<file path="src/rtl/line8_pulse_decoder.sv">
`default_nettype none
// ============================================================================
// Module      : line8_pulse_decoder
// Description : Decodes a 4-bit line code into a timed one-hot pulse on one
//               of eight output lines, followed by an optional idle gap.
//               Code 15 is a silent no-op; codes 8..14 raise a one-cycle err.
// Revision    : 1.0 - initial release
// ============================================================================
module line8_pulse_decoder #(
    parameter int unsigned PULSE_LEN = 4,
    parameter int unsigned GAP_LEN   = 1
) (
    input  logic       clk,
    input  logic       rst_n,
    input  logic       in_valid,
    output logic       in_ready,
    input  logic [3:0] code,
    output logic [7:0] e,
    output logic       busy,
    output logic       err
);

    // Reject parameter values the 8-bit down-counter cannot represent.
    generate
        if (PULSE_LEN < 1 || PULSE_LEN > 255) begin : g_bad_pulse_len
            $error("line8_pulse_decoder: PULSE_LEN must be in 1..255");
        end
        if (GAP_LEN > 255) begin : g_bad_gap_len
            $error("line8_pulse_decoder: GAP_LEN must be in 0..255");
        end
    endgenerate

    localparam logic [1:0] S_IDLE  = 2'd0;
    localparam logic [1:0] S_DRIVE = 2'd1;
    localparam logic [1:0] S_GAP   = 2'd2;

    // Counter loads are always length-1 so the terminal count is zero.
    localparam logic [7:0] c_pulse_load = 8'(PULSE_LEN - 1);
    localparam logic [7:0] c_gap_load   = 8'(GAP_LEN - 1);
    localparam logic [3:0] c_code_none  = 4'hF;

    logic [1:0] r_state;
    logic [7:0] r_cnt;
    logic [7:0] r_e;
    logic       r_busy;
    logic       r_err;
    logic       w_accept;

    // Ready is a pure decode of the state, forced low while reset is held.
    assign in_ready = (r_state == S_IDLE) && rst_n;
    assign w_accept = in_valid && (r_state == S_IDLE);

    assign e    = r_e;
    assign busy = r_busy;
    assign err  = r_err;

    // Pulse sequencer: IDLE accepts a code, DRIVE holds the line, GAP idles.
    always_ff @(posedge clk or negedge rst_n) begin
        if (!rst_n) begin
            r_state <= S_IDLE;
            r_cnt   <= 8'd0;
            r_e     <= 8'h00;
            r_busy  <= 1'b0;
            r_err   <= 1'b0;
        end else begin
            r_err <= 1'b0;
            case (r_state)
                S_IDLE: begin
                    if (w_accept) begin
                        if (!code[3]) begin
                            r_e     <= 8'b1 << code[2:0];
                            r_cnt   <= c_pulse_load;
                            r_state <= S_DRIVE;
                            r_busy  <= 1'b1;
                        end else if (code != c_code_none) begin
                            r_err <= 1'b1;
                        end
                    end
                end
                S_DRIVE: begin
                    if (r_cnt != 8'd0) begin
                        r_cnt <= r_cnt - 8'd1;
                    end else begin
                        r_e <= 8'h00;
                        if (GAP_LEN > 0) begin
                            r_cnt   <= c_gap_load;
                            r_state <= S_GAP;
                        end else begin
                            r_state <= S_IDLE;
                            r_busy  <= 1'b0;
                        end
                    end
                end
                S_GAP: begin
                    if (r_cnt != 8'd0) begin
                        r_cnt <= r_cnt - 8'd1;
                    end else begin
                        r_state <= S_IDLE;
                        r_busy  <= 1'b0;
                    end
                end
                default: begin
                    r_state <= S_IDLE;
                    r_cnt   <= 8'd0;
                    r_e     <= 8'h00;
                    r_busy  <= 1'b0;
                end
            endcase
        end
    end

endmodule
`default_nettype wire

</file>
<file path="config.mk">
export PLATFORM = sky130hd
export DESIGN_NAME = line8_pulse_decoder
export DESIGN_NICKNAME = d
export VERILOG_FILES = /design/src/rtl/line8_pulse_decoder.sv
export SDC_FILE = /design/constraint.sdc
export NUM_CORES = 1
export LEC_CHECK = 0
export BUFFER_PORTS_ARGS = -buffer_cell sky130_fd_sc_hd__buf_2
export CAP_MARGIN = 30
export CORE_ASPECT_RATIO = 1.25
export CORE_MARGIN = 2
export CORE_UTILIZATION = 59
export CTS_CLUSTER_DIAMETER = 120
export CTS_CLUSTER_SIZE = 12
export DETAILED_ROUTE_END_ITERATION = 12
export GPL_ROUTABILITY_DRIVEN = 0
export GPL_TIMING_DRIVEN = 0
export PLACE_DENSITY = 0.81
export SETUP_SLACK_MARGIN = 0.2
export SLEW_MARGIN = 10
export SYNTH_ARGS = -nofsm -noshare
export SYNTH_HDL_FRONTEND = slang
export SYNTH_SLANG_ARGS = --single-unit
</file>
<file path="constraint.sdc">
create_clock -name clk -period 3.1 [get_ports clk]
set_input_delay 0.62 -clock clk [delete_from_list [all_inputs] [get_ports clk]]
set_output_delay 0.62 -clock clk [all_outputs]
set_load 0.005 [all_outputs]
</file>
==> results.md <==
- Status: finished, final reports clean
- Vias in the first global route: 997
- Sequential share of power: 0.341
- Mux share of post-synthesis cell area: 0.102
- Top cells by count, synth: dfrtp_1, nor2_1, nand2_1
- XOR/XNOR Fraction of Synth Area: 0
- CTS tree: built
- Post-synth EDFFs: 0
- CP Capture Type: output port
- Tightest Pin Transition: 640 ps
- Syn nets: 131
- Fill count: 173
- Synthesis-stage register bit count: 20
- CTS clk-pin slew, worst paths: 110 ps
- Comb pwr share: 0.538
- Maximum number of pins on one net before global-route repair: 22
- GRT Residual Overflow: 0
- Min cycle time layout: 2190 ps
- Clk buf depth: 2
- PD cells: 955 nW/um2
- Largest family of logic cells by synthesized area: simple AND/OR/NAND/NOR gates
- Mean Syn Cell Area: 9.67 um2
- Die width: 44.0 um
- Detail Route Antenna Nets: 0
- Area leader, netlist: dfrtp_1
- # Max-Cap Violations: 0
- Post-DP HPWL: 1910 um
- Area grow syn2layout: 12.4%
- Post-cts hold buffer count: 0
- Reg2reg start: r_cnt[0]$_DFFE_PN0P_
- Ports: 18
- Layout cells sized above 1: 0.259
- Leak Pwr: 0.648 nW
- Routed wire length per instance: 15.3 um
- Peak Freq: 0.456 GHz
- Num CTS Buffers: 3
- Clock network power share: 0.122
- Antenna cells: 0
- HP Class: input pin to async pin
- Nature of the critical path startpoint: flop
- Post-CTS setup buffers: 0
- Max Transition Viols Final: 0
- Post-Synth Adder-Cell Area: 0.0212
- Final hold viol count: 0
- Die H: 54.0 um
- Post-synthesis compound-gate area fraction: 0.187
- Arr. time, crit path: 1570 ps
- Tcrit/Tclk final: 0.708
- Reg-to-reg setup timing slack: 910 ps
- Seq/Total Area, Yosys: 0.424
- Synth Area in Simple Gates: 0.230
- Root buf cell: clkbuf_4
- Netlist Area Pre-Place: 1180 um2
- Gates resized, CTS repair: 0
- Initial core utilization: 0.609
- Setup TNS: 0 ps
- First-pass detailed-route iteration total: 4
- Max FO, Critical Path: 10
- Post-route clock skew: 3.12 ps
- Yosys cell types: 37
- Clock latency on the worst-skew pair: 310 ps
- Slew headroom: 0.572
- Synth Warn #: 0
- Worst Setup SP: r_state[1]$_DFFE_PN0P_
- Final setup vio count: 0
- Detailed-route wire length: 2500 um
- WS Path Type: flop to output port
- Switching pwr: 0.544 mW
- H-tree Lvls: 1
- Nets: 153
- Initial drt markers: 14
- Top-count cell post-synth: dfrtp_1
- Row Count: 18
- Net Sw Frac: 0.429
- Vias per inst: 6.15
- IO Port Bufs: 17
- Clk sinks: 20
- Int Pwr: 0.722 mW
- First-pass GRT wire length: 4280 um
- Total Power: 1.27 mW
- Gr usage total: 0.242
- Via count: 1002
- Total core area: 1940 um2
- DRC viols: 0
- Initial antenna violation count: 0
- Hold Slack: 245 ps
- RSZ-0062 raised after global routing: false
- Max IR drop VDD: 620 uV
- Cells after Synth: 122
- FFs w/ async S/R, synth: 1.00
- Primary FF master, synth: dfrtp_1
- Synth top area cells: dfrtp_1, mux2_2, nor2_1, o21ai_0, nand2_1
- CP required: 2480 ps
- Die ar.: 2380 um2
- Synth top area share: 0.424
==> power groups by stage <==
stage                     Sequential (mW)  Clock (mW)  Combinational [mW]
final                               0.432       0.154               0.681
after global routing                0.448       0.164               0.755
after CTS                           0.432       0.155               0.682
after detailed placement            0.438           0               0.677
after global placement              0.430           0               0.659
after floorplan                     0.425           0               0.512
==> final timing paths <==
check                      cells after the start                   end
max                                            4              in_ready
min in group clk                               1      e[0]$_DFFE_PN0P_
min                                            1  r_cnt[5]$_DFFE_PN0P_
max in group asynchronous                      1      busy$_DFFE_PN0P_
max reg2reg                                    6      e[7]$_DFFE_PN0P_
min reg2reg                                    1      e[0]$_DFFE_PN0P_
==> flip-flops by register name, summed over array words and instances, names as in the netlist <==
signal   flops
busy         1
e            8
err          1
r_cnt        8
r_state      2
==> layout by cell type, fill, tap and decap left out, drive strengths merged, types with 2 or more instances in the layout <==
cell type	instances
or3	2
mux2i	3
inv	6
a22oi	2
buf	19
o21ai	9
nor3	4
o211ai	4
mux2	8
a21o	2
nand2	11
ha	2
a21oi	7
nand2b	3
clkbuf	5
nor2	16
nand3	2
dfrtp	20
nor3b	2
a211oi	2
==> area by class of cell <==
cell class	instances	area [um2]	share of cell area
inverters	6	22.5	0.0170
well taps	20	25.0	0.0189
plain buffers	3	20.0	0.0151
multi-input cells	93	637	0.480
clock buffers	4	36.3	0.0274
repair buffers	17	85.1	0.0642
flip-flops and latches	20	500	0.377
==> critical path, cell delays in order (launching register included) <==
cell and delay, ps:
dfrtp_1 450, buf_2 200, nor2_1 330, and2_1 170, buf_2 110
==> cells by family after synthesis <==
| group | Yosys count |
|---|---|
| compound gates | 32 |
| buf+inv | 9 |
| fa+ha+maj | 2 |
| mux | 11 |
| flops | 20 |
| simple gates | 48 |
==> routing by layer <==
metal	global-route usage	part of all wire	vias to the layer above
li1	-	-	487
met1	0.291	0.42	490
met2	0.451	0.54	23
met3	0.0201	0.033	2
met4	0.0808	0.0084	0
met5	0	0	-
==> through the flow <==
stage                     cell area [um2]  utilization  worst slack, ps  instances
after global placement               1290        0.666              965        159
after CTS                            1330        0.685              908        163
after floorplan                      1180            -             1180        122
final                                1330        0.685              906        163
after global routing                 1330        0.685              776        163
after detailed placement             1290        0.666              907        159
Note: power is estimated with default switching activity, not from simulation.
